<file path="src/rtl/addr_fetch_stage.sv">
// Address fetch stage: accepts scan addresses, issues SRAM reads and buffers the
// returned data in a small credit-limited FIFO with a per-element frame-last flag.
module addr_fetch_stage #(
    parameter int DEPTH = 4,
    parameter int AW    = 16,
    parameter int DW    = 16
) (
    input  logic          clk,
    input  logic          rst,
    input  logic          start,
    input  logic [31:0]   frame_len,
    input  logic [AW-1:0] addr_in,
    input  logic          addr_valid,
    output logic          addr_ready,
    output logic          mem_ren,
    output logic [AW-1:0] mem_addr,
    input  logic [DW-1:0] mem_rdata,
    output logic [DW-1:0] data_out,
    output logic          data_valid,
    input  logic          data_ready,
    output logic          data_last,
    output logic          busy,
    output logic          done
);
    localparam int CW = $clog2(DEPTH);
    localparam int OW = CW + 1;
    localparam logic [OW-1:0] FULL = OW'(DEPTH);

    typedef enum logic [1:0] {IDLE, RUN, DRAIN} state_t;

    state_t         state, state_nxt;
    logic [31:0]    len_q, issue_cnt, pop_cnt;
    logic [OW-1:0]  occ;
    logic [CW-1:0]  wr_ptr, rd_ptr;
    logic           inflight, last_p1;
    logic [AW-1:0]  addr_q;
    logic           done_zero;
    logic [DW-1:0]  fifo_data [DEPTH];
    logic           fifo_last [DEPTH];
    logic           accept, push, pop, issue_final, drain_done, frame_go;

    // Credit check uses registered occupancy only, so a pop never frees a slot
    // in the same cycle and the FIFO can absorb every outstanding read.
    assign addr_ready  = (state == RUN) && ((occ + {{CW{1'b0}}, inflight}) < FULL);
    assign accept      = addr_valid && addr_ready;
    assign issue_final = (issue_cnt == len_q - 32'd1);
    assign frame_go    = (state == IDLE) && start && (frame_len != 32'd0);
    assign mem_ren     = accept;
    assign mem_addr    = accept ? addr_in : addr_q;
    assign push        = inflight;
    assign data_valid  = (occ != '0);
    assign pop         = data_valid && data_ready;
    assign data_out    = fifo_data[rd_ptr];
    assign data_last   = data_valid && fifo_last[rd_ptr];
    assign busy        = (state != IDLE);
    assign drain_done  = (state == DRAIN) && (occ == '0) && !inflight && (pop_cnt == len_q);
    assign done        = drain_done || done_zero;

    always_comb begin
        state_nxt = state;
        case (state)
            IDLE:    if (frame_go) state_nxt = RUN;
            RUN:     if (accept && issue_final) state_nxt = DRAIN;
            DRAIN:   if (drain_done) state_nxt = IDLE;
            default: state_nxt = IDLE;
        endcase
    end

    always_ff @(posedge clk) begin
        if (rst) begin
            state     <= IDLE;
            len_q     <= '0;
            issue_cnt <= '0;
            pop_cnt   <= '0;
            occ       <= '0;
            wr_ptr    <= '0;
            rd_ptr    <= '0;
            inflight  <= 1'b0;
            last_p1   <= 1'b0;
            addr_q    <= '0;
            done_zero <= 1'b0;
        end else begin
            state     <= state_nxt;
            done_zero <= (state == IDLE) && start && (frame_len == 32'd0);
            if (frame_go) begin
                len_q     <= frame_len;
                issue_cnt <= '0;
                pop_cnt   <= '0;
            end else begin
                if (accept) issue_cnt <= issue_cnt + 32'd1;
                if (pop)    pop_cnt   <= pop_cnt + 32'd1;
            end
            // p1: read data returns from the SRAM one cycle after the read enable
            inflight <= accept;
            last_p1  <= accept && issue_final;
            if (accept) addr_q <= addr_in;
            if (push)   wr_ptr <= wr_ptr + CW'(1);
            if (pop)    rd_ptr <= rd_ptr + CW'(1);
            case ({push, pop})
                2'b10:   occ <= occ + OW'(1);
                2'b01:   occ <= occ - OW'(1);
                default: occ <= occ;
            endcase
        end
    end

    always_ff @(posedge clk) begin
        if (push) begin
            fifo_data[wr_ptr] <= mem_rdata;
            fifo_last[wr_ptr] <= last_p1;
        end
    end

    always_ff @(posedge clk) begin
        if (!rst) begin
            assert (!(push && !pop && occ == FULL))
            else $error("addr_fetch_stage: FIFO overflow");
        end
    end
endmodule

</file>
<file path="config.mk">
export PLATFORM = sky130hd
export DESIGN_NAME = addr_fetch_stage
export DESIGN_NICKNAME = d
export VERILOG_FILES = /design/src/rtl/addr_fetch_stage.sv
export SDC_FILE = /design/constraint.sdc
export NUM_CORES = 1
export LEC_CHECK = 0
export BUFFER_PORTS_ARGS = -buffer_cell sky130_fd_sc_hd__buf_2
export CAP_MARGIN = 20
export CORE_UTILIZATION = 53
export CTS_BUF_LIST = sky130_fd_sc_hd__clkbuf_16
export DETAILED_ROUTE_END_ITERATION = 10
export PLACE_DENSITY_LB_ADDON = 0.2
export SETUP_SLACK_MARGIN = 0.4
export SLEW_MARGIN = 20
export SYNTH_ARGS = -nofsm -noshare
export SYNTH_HDL_FRONTEND = slang
export SYNTH_SLANG_ARGS = --single-unit
</file>
<file path="constraint.sdc">
create_clock -name clk -period 3.05 [get_ports clk]
set_clock_uncertainty 0.1 [all_clocks]
set_input_delay 0.4575 -clock clk [delete_from_list [all_inputs] [get_ports clk]]
set_output_delay 0.4575 -clock clk [all_outputs]
set_load 0.02 [all_outputs]
</file>
==> impl_results.md, run 1 <==
- GP Congestion: 0.957
- Post-synth EDFFs: 68
- DRC: 0
- Clk_lat worst skew: 0.44 ns
- Worst VDD drop: 0.434 mV
- Synthesized area: 9450 sq um
- Period utilisation layout: 0.932
- Reg area: 4590 sq um
- Row count: 48
- Max-Cap Viols: 0
- Startpoint type of the worst setup path: flip-flop
- Final hold violation count: 0
- Pint: 4.53 mW
- Initial DRC Count: 562
- Reg2reg path depth: 11
- I/O Buffers: 106
- Cell Area, Placed: 10500 sq um
- Core ar.: 17400 sq um
- Max-slew violations: 0
- Status: complete, no violations
- Setup ws final: 0.207 ns
- Vias in the first global route: 6967
- CP Data Required Time: 2.49 ns
- Least-Margin Pin Slew: 0.886 ns
- Total CTS buffers: 17
- Final net count: 1146
- Largest net degree at the start of global routing: 44
- FMAX: 0.352 GHz
- Largest area contributor in the netlist: dfxtp_1
- Sequential power share: 0.448
- Via count: 7329
- Sinks on Clock Net: 194
- Most frequent cells in the layout: 129 x nor2_1, 114 x dfxtp_1, 99 x buf_2
- GRT Util Overall: 0.274
- Sequential area share after synthesis: 0.483
- Critical Path End Type: output port
- Post-route cell area: 11700 sq um
- Commonest non-fill, non-tap cell in the layout: nor2_1
- First-pass GRT wire length: 37500 um
- Pre-antenna DRT Iters: 5
- Area of the multi-input gates: 4830 sq um
- Final setup TNS: 0 ns
- Critical path type: reg2out
- Number of distinct library cells after synthesis: 60
- Top cells by area, synth: dfxtp_1 27%, edfxtp_1 22%, xnor2_1 7.0%
- H-Tree Depth: 4
- Pre-CTS WS: 0.156 ns
- CTS tree: built
- Io pins: 107
- DRT Wirelength: 24300 um
- Layout cell share with drive strength beyond 1: 0.294
- Mapped Cells: 911
- YS warnings: 0
- Ant. Diodes: 0
- Vias/cell: 5.61
- Clock-pin slew on the worst setup and hold paths: 0.08 ns
- Tot Pwr: 6.25 mW
- Dpl hpwl: 17800 um
- Final setup viols: 0
- Register bit total from synthesis: 194
- Yosys top cell area share: 0.267
- Worst slew margin: 0.409
- Ys flop type: dfxtp_1
- Finished Layout Cells: 1306
- Fill cell count: 1340
- Post-DR wirelength/cell: 18.6 um
- Synthesized Nets: 989
- Ys async rst share: 0
- CP arrival: 2.29 ns
- Post-DRT Antenna Nets: 0
- Final Core Density: 0.674
- Initial Util: 0.544
- FF-to-FF setup slack: 0.27 ns
- Maximum net fanout on the critical path: 4
- Initial antenna violation count: 0
- Cts hold-fix bufs: 0
- Placed insts: 1244
- Height of the die: 136 um
- Die area: 18400 sq um
- RSZ-0062 raised after global routing: yes
- Hold Path Class: in2reg
- CTS Buffer Depth: 2
- Psw: 1.72 mW
- P&R area growth vs syn: 23.8%
- Root buffer cell: clkbuf_16
- GRT overflow: 0
- WHS: 0.134 ns
- Syn avg cell area: 10.4 sq um
- Leak: 4.47 nW
- Die Wd: 136 um
- Comb power frac: 0.188
- Hold Path Cell Cnt: 1
- Switching share of power: 0.275
- Pwr Density: 534 nW/um^2
- Clk network pwr share: 0.364
- Final worst path period need: 2.84 ns
-- path summary, 6_finish.rpt --
path,startpoint,to
setup / recovery,occ[1]$_SDFFE_PP0P_,done
hold / removal,mem_rdata[12],fifo_data[3][12]$_DFFE_PP_
setup reg to reg,len_q[15]$_SDFFE_PP0P_,last_p1$_SDFF_PP0_
hold reg to reg,occ[2]$_SDFFE_PP0P_,occ[2]$_SDFFE_PP0P_
-- flip-flops by register name, indices dropped and copies added, names as in the netlist, named ones only --
register   count
fifo_data     64
occ            3
wr_ptr         2
len_q         32
rd_ptr         2
last_p1        1
state          2
done_zero      1
inflight       1
issue_cnt     32
pop_cnt       32
fifo_last      4
addr_q        16
-- critical path: stages (launching register included) --
cell and delay, ns:
dfxtp_4 0.36, or3_4 0.38, or4_4 0.44, nor4_4 0.18
nand4_1 0.18, o21bai_2 0.18, buf_6 0.14
-- logic make-up (layout without fill, tap and decap cells) --
family | count (synthesis) | count (layout) | synth area share
flip-flops | 194 | 194 | 0.483
AO/OA/AOI/OAI | 57 | 57 | 0.0405
adder cells (fa/ha/maj) | 9 | 9 | 0.0127
multiplexers | 72 | 72 | 0.101
XOR/XNOR | 134 | 134 | 0.127
buffers and inverters | 79 | 249 | 0.0336
AND/OR/NAND/NOR | 366 | 366 | 0.202
-- power by group through the flow --
stage	clock, mW	combinational [mW]	sequential (mW)
after floorplan	0	0.675	2.83
after global placement	0	0.989	2.86
after detailed placement	0	0.990	2.86
after CTS	2.30	1.10	2.80
after global routing	2.41	1.26	2.81
final	2.28	1.17	2.80
-- synth_stat cells, drive strengths merged, types with 2 or more instances --
cell type	n
nand4	39
xor2	57
o31a	2
dfxtp	126
buf	9
mux2	16
nand2	35
and2	8
a211oi	5
o311ai	3
o21a	3
nand2b	10
nand4b	2
o21bai	3
clkbuf	47
o31ai	2
o21ai	12
o41ai	2
edfxtp	68
and4	5
xnor3	2
nand3	23
inv	23
nor2	129
or3b	3
nor4b	3
nor3	26
mux4	17
a21oi	15
or4	9
and3	8
nor4	25
nor2b	20
o2111ai	2
or2	3
xnor2	75
or3	17
mux2i	39
ha	8
-- metal layers --
metal / global-route usage / wire [um] / share of wire
met3: 0.0572 / 1430 / 0.059
met2: 0.400 / 10500 / 0.43
met1: 0.394 / 11600 / 0.48
met5: 0 / 0 / 0
met4: 0.109 / 728 / 0.030
-- layout make-up --
class	instances	area share
Multi-Input combinational cell	638	0.413
Sequential cell	194	0.393
Inverter	23	0.00738
Timing Repair Buffer	194	0.111
Clock buffer	17	0.0364
Clock inverter	15	0.0151
Tap cell	225	0.0241
-- timing repair --
item | in CTS | in global routing
endpoints found under the setup margin | 20 | 47
gates cloned | 0 | 2
buffers inserted | 13 | 15
pin swaps | 20 | 13
resized for setup | 42 | 40
No activity file was read; power rests on OpenSTA's default activity.
==> inputs of run 2 (changes only) <==
CTS_CLUSTER_SIZE = 24   (was default)
PLACE_DENSITY = 0.76   (was default)
PLACE_DENSITY_LB_ADDON = default   (was 0.2)
SLEW_MARGIN = 0   (was 20)
==> run 2 against run 1 <==
Net effect:
- routed wire length is 0.16% lower
- power increased by 3.0%
- worst setup slack lost 0.11 ns
- combinational power increased by 3%
- count of clock-buffer cells in the layout is the same
- non-clock buffer count decreased by 5
- global-route usage is 0.37 points lower
- first-iteration DRC count down 12%
- clock power up 6%
- sequential power about the same
- critical path depth stayed put
==> impl_results.md, run 2 (synthesis results as in run 1) <==
- Status: complete, no violations
- Io pins: 107 (unchanged)
- Slowest CP cell: or4_4
- CP arrival: 2.40 ns (+0.11 ns)
- Post-route cell area: 11900 sq um (+1.6%)
- Cell Chain, Critical Path: or3_4 > or4_4 > nor4_4 > nand4_1 > o21bai_2 > buf_6
- Dpl hpwl: 16200 um (-9.0%)
- Worst Path Buf+Inv: 1 (unchanged)
- GRT overflow: 0 (unchanged)
- Initial Util: 0.544 (unchanged)
- First-pass GRT wire length: 37500 um (about the same)
- R2r endpoint: state[0]$_SDFFE_PP0P_
- Layout cell share with drive strength beyond 1: 0.300 (+0.00574)
- Finished Layout Cells: 1303 (-0.23%)
- Max-Cap Viols: 0 (unchanged)
- Critical Path End Type: output port
- Height of the die: 136 um (unchanged)
- Final setup TNS: 0 ns (unchanged)
- Placed insts: 1233 (-0.88%)
- FF-to-FF setup slack: 0.17 ns (-0.10 ns)
- Post-DRT Antenna Nets: 0 (unchanged)
- Maximum net fanout on the critical path: 3 (-1)
- Final setup viols: 0 (unchanged)
- Period utilisation layout: 0.970 (+0.0377)
- Via count: 7470 (+1.9%)
- Largest net degree at the start of global routing: 65 (+48%)
- Final net count: 1142 (-0.35%)
- Vias in the first global route: 7164 (+2.8%)
- Max reg flops: 64 (unchanged)
- Most frequent cells in the layout: 127 x nor2_1, 115 x dfxtp_1, 88 x buf_2
- GRT Util Overall: 0.270 (-0.00370)
- RSZ-0062 raised after global routing: yes
- R2r startpoint: occ[0]$_SDFFE_PP0P_
- Critical path type: reg2out
- Pwr Density: 542 nW/um^2 (+1.3%)
- Cts hold-fix bufs: 0 (unchanged)
- HP Start: mem_rdata[9]
- Sinks on Clock Net: 194 (unchanged)
- Post-DR wirelength/cell: 18.6 um (about the same)
- Clock-pin slew on the worst setup and hold paths: 0.08 ns (about the same)
- Cell Area, Placed: 10400 sq um (-0.79%)
- CP Data Required Time: 2.49 ns (about the same)
- WL met1: 10400 um (-10%)
- Commonest non-fill, non-tap cell in the layout: nor2_1
- P&R area growth vs syn: 25.8%
- Fill cell count: 1273 (-5.0%)
- Startpoint type of the worst setup path: flip-flop
- I/O Buffers: 106 (unchanged)
- Leak: 4.54 nW (+1.6%)
- GP Congestion: 0.909 (-5.0%)
- Worst VDD drop: 0.431 mV (-0.64%)
- Pre-antenna DRT Iters: 5 (unchanged)
- Crit-path leading delay family: simple AND/OR/NAND/NOR gates
- Hold Path Class: in2reg
- FMAX: 0.338 GHz (-3.9%)
- Core ar.: 17400 sq um (unchanged)
- Max-slew violations: 0 (unchanged)
- Total CTS buffers: 17 (unchanged)
- DRT Wirelength: 24200 um (-0.16%)
- Setup crit end: done
- Worst slew margin: 0.396 (-0.0134)
- Initial DRC Count: 497 (-12%)
- Clk_lat worst skew: 0.45 ns (about the same)
- Critical Path Stages: 6 (unchanged)
- CTS Buffer Depth: 2 (unchanged)
- Row count: 48 (unchanged)
- Final worst path period need: 2.96 ns (+0.115 ns)
- Top sig layer: met4
- DRC: 0 (unchanged)
- Tot Pwr: 6.44 mW (+3.0%)
- Crit path largest cell delay: 0.44 ns (about the same)
- CTS tree: built
- CP Launch Point: occ[0]$_SDFFE_PP0P_
- Die Wd: 136 um (unchanged)
- Vias/cell: 5.73 (+2.2%)
- Met3 routed WL: 1160 um (-19%)
- Final hold violation count: 0 (unchanged)
- Root buffer cell: clkbuf_16
- Initial antenna violation count: 1 (+1)
- Die area: 18400 sq um (unchanged)
- Met2 routed WL: 11900 um (+13%)
- H-Tree Depth: 4 (unchanged)
- Reg2reg path depth: 10 (-1)
- Largest register by flop count: fifo_data
- Least-Margin Pin Slew: 0.906 ns (+0.0201 ns)
-- run 2: cell types whose count changed in the layout (fill, tap and decap cells not counted), moves of 3 or more --
| cell | before | now |
|---|---|---|
| nor3_2 | 6 | 9 |
| mux2_2 | 15 | 0 |
| buf_6 | 8 | 25 |
| nor3_1 | 17 | 13 |
| dfxtp_4 | 6 | 3 |
| mux2_4 | 1 | 16 |
| inv_12 | 0 | 7 |
| buf_2 | 99 | 88 |
| buf_4 | 83 | 73 |
-- run 2: per-layer routing --
layer	GRT usage	vias to the layer above
met3	0.0412	61
met4	0.125	0
met5	0	-
li1	-	3523
met1	0.355	3639
met2	0.438	247
-- run 2: worst min-delay path by stage --
stage / end / slack (ns) / depth (start not counted)
after global routing: fifo_data[0][9]$_DFFE_PP_ / 0.12 / 1
after CTS: fifo_data[0][15]$_DFFE_PP_ / 0.10 / 1
after global placement: pop_cnt[31]$_SDFFE_PP0P_ / 0.39 / 2
final: fifo_data[0][9]$_DFFE_PP_ / 0.13 / 1
after detailed placement: pop_cnt[31]$_SDFFE_PP0P_ / 0.41 / 2
after floorplan: fifo_last[0]$_DFFE_PP_ / 0.34 / 0
-- run 2: final cells by class --
class | instances | area, sq um | area share
multi-input cells | 639 | 4960 | 0.417
inverters | 23 | 86.3 | 0.00726
well taps | 225 | 282 | 0.0237
flip-flops and latches | 194 | 4590 | 0.386
clock inverters | 15 | 223 | 0.0187
repair buffers | 189 | 1320 | 0.111
diodes | 1 | 2.50 | 0.000211
clock buffers | 17 | 425 | 0.0358
-- run 2: report_power, final --
group	leakage (nW)	total (mW)	internal, mW	switching (mW)
Clock	0.312	2.41	1.17	1.24
Combinational	2.58	1.21	0.584	0.625
Sequential	1.65	2.82	2.74	0.0801
-- run 2: repair_timing --
| item | 4_1_cts | 5_1_grt |
|---|---|---|
| cloned | 1 | 1 |
| endpoints found under the hold margin | 0 | 0 |
| endpoints found under the setup margin | 30 | 51 |
| resized for setup | 79 | 55 |
| setup buffers | 26 | 9 |
| pin swaps | 17 | 25 |
-- run 2: per-stage QoR --
step	hold WS, ns	utilization	setup WS [ns]
floorplan	0.338	-	0.233
global placement	0.385	0.601	0.227
detailed placement	0.405	0.601	0.165
CTS	0.105	0.667	0.0847
global route	0.118	0.685	0.0315
finish	0.126	0.685	0.0917
-- run 2: worst register-to-register path: cells and delay by family, from the launching register on --
family	cells	cell delay (ns)
AOI/OAI and AO/OA	4	1.01
and+or+nand+nor	3	0.85
buffers and inverters	3	0.45
DFF	1	0.37
==> inputs of run 3 (changes only) <==
CORE_UTILIZATION = 55   (was 53)
clock period = 3.79 ns   (was 3.05 ns; I/O delays follow)
==> run 3 against run 2 <==
Net effect:
- power decreased by 25%
- cell count down 5.6%
- worst setup slack better by 0.38 ns
- count of clock-buffer cells in the layout did not move
- non-clock buffer count decreased by 67
- routed wire length down 11%
- hold slack gained 0.11 ns
- register-to-register slack better by 0.43 ns
- combinational power down 41%
- largest cell class unchanged
- largest power group unchanged
==> impl_results.md, run 3 (synthesis results as in run 1) <==
- Worst slew margin: 0.394 (-0.00180)
- DRC: 0 (unchanged)
- Initial antenna violation count: 1 (unchanged)
- Final worst path period need: 3.32 ns
- Max-slew violations: 0 (unchanged)
- Critical path type: reg2out
- H-Tree Depth: 4 (unchanged)
- Most frequent cells in the layout: 129 x nor2_1, 126 x dfxtp_1, 106 x buf_2
- Die Wd: 133 um (-1.8%)
- Max reg flops: 64 (unchanged)
- Via count: 6931 (-7.2%)
- Startpoint type of the worst setup path: flip-flop
- CP arrival: 2.65 ns (+0.25 ns)
- Layout cell share with drive strength beyond 1: 0.203 (-0.0967)
- Largest net degree at the start of global routing: 63 (-3.1%)
- Sequential power share: 0.471 (+0.033)
- Clk network pwr share: 0.381 (+0.006)
- Height of the die: 133 um (-1.8%)
- Critical Path End Type: output port
- Final hold violation count: 0 (unchanged)
- Status: complete, no violations
- Final setup TNS: 0 ns (unchanged)
- Largest register by flop count: fifo_data
- Cts hold-fix bufs: 0 (unchanged)
- Hold Path Class: in2reg
- Initial Util: 0.566 (+0.0214)
- RSZ-0062 raised after global routing: no
- Post-DRT Antenna Nets: 0 (unchanged)
- Fill cell count: 1335 (+4.9%)
- Max-Cap Viols: 0 (unchanged)
- Post-DR wirelength/cell: 17.5 um (-5.7%)
- Slowest CP cell: or4_1
- Pwr Density: 450 nW/um^2 (-17%)
- CTS Buffer Depth: 2 (unchanged)
- Period utilisation layout: 0.876
- DRT Wirelength: 21500 um (-11%)
- Leak: 4.00 nW (-12%)
- Psw: 1.38 mW (-29%)
- Io pins: 107 (unchanged)
- Commonest non-fill, non-tap cell in the layout: nor2_1
- Row count: 47 (-2.1%)
- Die area: 17700 sq um (-3.6%)
- Crit path largest cell delay: 0.57 ns (+0.13 ns)
- Core ar.: 16700 sq um (-3.8%)
- Dpl hpwl: 15800 um (-2.8%)
- Clock-pin slew on the worst setup and hold paths: 0.08 ns (about the same)
- Pint: 3.48 mW (-22%)
- GRT Util Overall: 0.256 (-0.0138)
- Initial DRC Count: 506 (+1.8%)
- FMAX: 0.301 GHz
- I/O Buffers: 106 (unchanged)
- Vias in the first global route: 6701 (-6.5%)
- GRT overflow: 0 (unchanged)
- Sinks on Clock Net: 194 (unchanged)
- Least-Margin Pin Slew: 0.909 ns (+0.00270 ns)
- Comb power frac: 0.147 (-0.041)
- Final net count: 1074 (-6.0%)
- First-pass GRT wire length: 34900 um (-7.0%)
- CTS tree: built
- Cell Chain, Critical Path: or3_4 > or4_1 > nor4_2 > nand4_1 > o21bai_1 > buf_2
- Clk_lat worst skew: 0.44 ns (about the same)
- Pre-CTS WS: 0.529 ns (+0.364 ns)
- GP Congestion: 0.932 (+2.5%)
- Root buffer cell: clkbuf_16
- Maximum net fanout on the critical path: 7 (+4)
- Worst VDD drop: 0.357 mV (-17%)
- Pre-antenna DRT Iters: 5 (unchanged)
- P&R area growth vs syn: 14.3%
- Setup ws final: 0.469 ns (+0.377 ns)
- Crit-path leading delay family: simple AND/OR/NAND/NOR gates
- Total CTS buffers: 17 (unchanged)
- Switching share of power: 0.283 (-0.0194)
- Final setup viols: 0 (unchanged)
- CP Data Required Time: 3.12 ns (+0.63 ns)
- Worst Path Buf+Inv: 1 (unchanged)
- Vias/cell: 5.63 (-1.7%)
[run 3: routing by layer]
| layer | GRT usage | routed length (um) | vias up | part of all wire |
|---|---|---|---|---|
| met5 | 0 | 0 | - | 0 |
| met1 | 0.348 | 9900 | 3274 | 0.46 |
| li1 | - | - | 3400 | - |
| met4 | 0.109 | 625 | 0 | 0.029 |
| met2 | 0.405 | 10100 | 210 | 0.47 |
| met3 | 0.0421 | 963 | 47 | 0.045 |
[run 3: repair_timing]
action                                  CTS  global route
gates resized for setup                   1             1
setup buffers                             0             3
endpoints found under the hold margin     0             0
endpoints found under the setup margin    1             3
cloned                                    0             0
pin swaps                                 0             1
[run 3: cell type report]
type / instances / area, sq um / area share
Timing Repair Buffer: 122 / 651 / 0.0602
Antenna cell: 1 / 2.50 / 0.000232
Clock inverter: 15 / 193 / 0.0178
Tap cell: 220 / 275 / 0.0255
Multi-Input combinational cell: 638 / 4600 / 0.426
Sequential cell: 194 / 4560 / 0.423
Clock buffer: 17 / 425 / 0.0394
Inverter: 23 / 86.3 / 0.00799
[run 3: path summary, 6_finish.rpt]
| path | start | endpoint | slack, ns | depth (start not counted) |
|---|---|---|---|---|
| min | mem_rdata[12] | fifo_data[0][12]$_DFFE_PP_ | 0.24 | 1 |
| max reg2reg | len_q[2]$_SDFFE_PP0P_ | state[0]$_SDFFE_PP0P_ | 0.60 | 7 |
| min reg2reg | pop_cnt[25]$_SDFFE_PP0P_ | pop_cnt[25]$_SDFFE_PP0P_ | 0.43 | 2 |
| max | occ[0]$_SDFFE_PP0P_ | done | 0.47 | 6 |
[run 3: power by group through the flow]
stage          Clock, mW  Combinational, mW  Sequential, mW
6_report            1.85              0.717            2.29
3_5_place_dp           0              0.691            2.34
5_1_grt             1.96              0.772            2.30
2_1_floorplan          0              0.540            2.28
4_1_cts             1.88              0.703            2.29
3_3_place_gp           0              0.684            2.33
[run 3: through the flow]
stage               instances  instance area [sq um]  hold WS [ns]   util  power, mW
finish                   1230                  10800         0.240  0.647       4.86
CTS                      1226                  10800         0.220  0.645       4.88
global placement         1194                  10100         0.388  0.608       3.02
global route             1230                  10800         0.226  0.647       5.03
detailed placement       1194                  10100         0.415  0.608       3.03
floorplan                 911                   9450         0.338      -       2.82
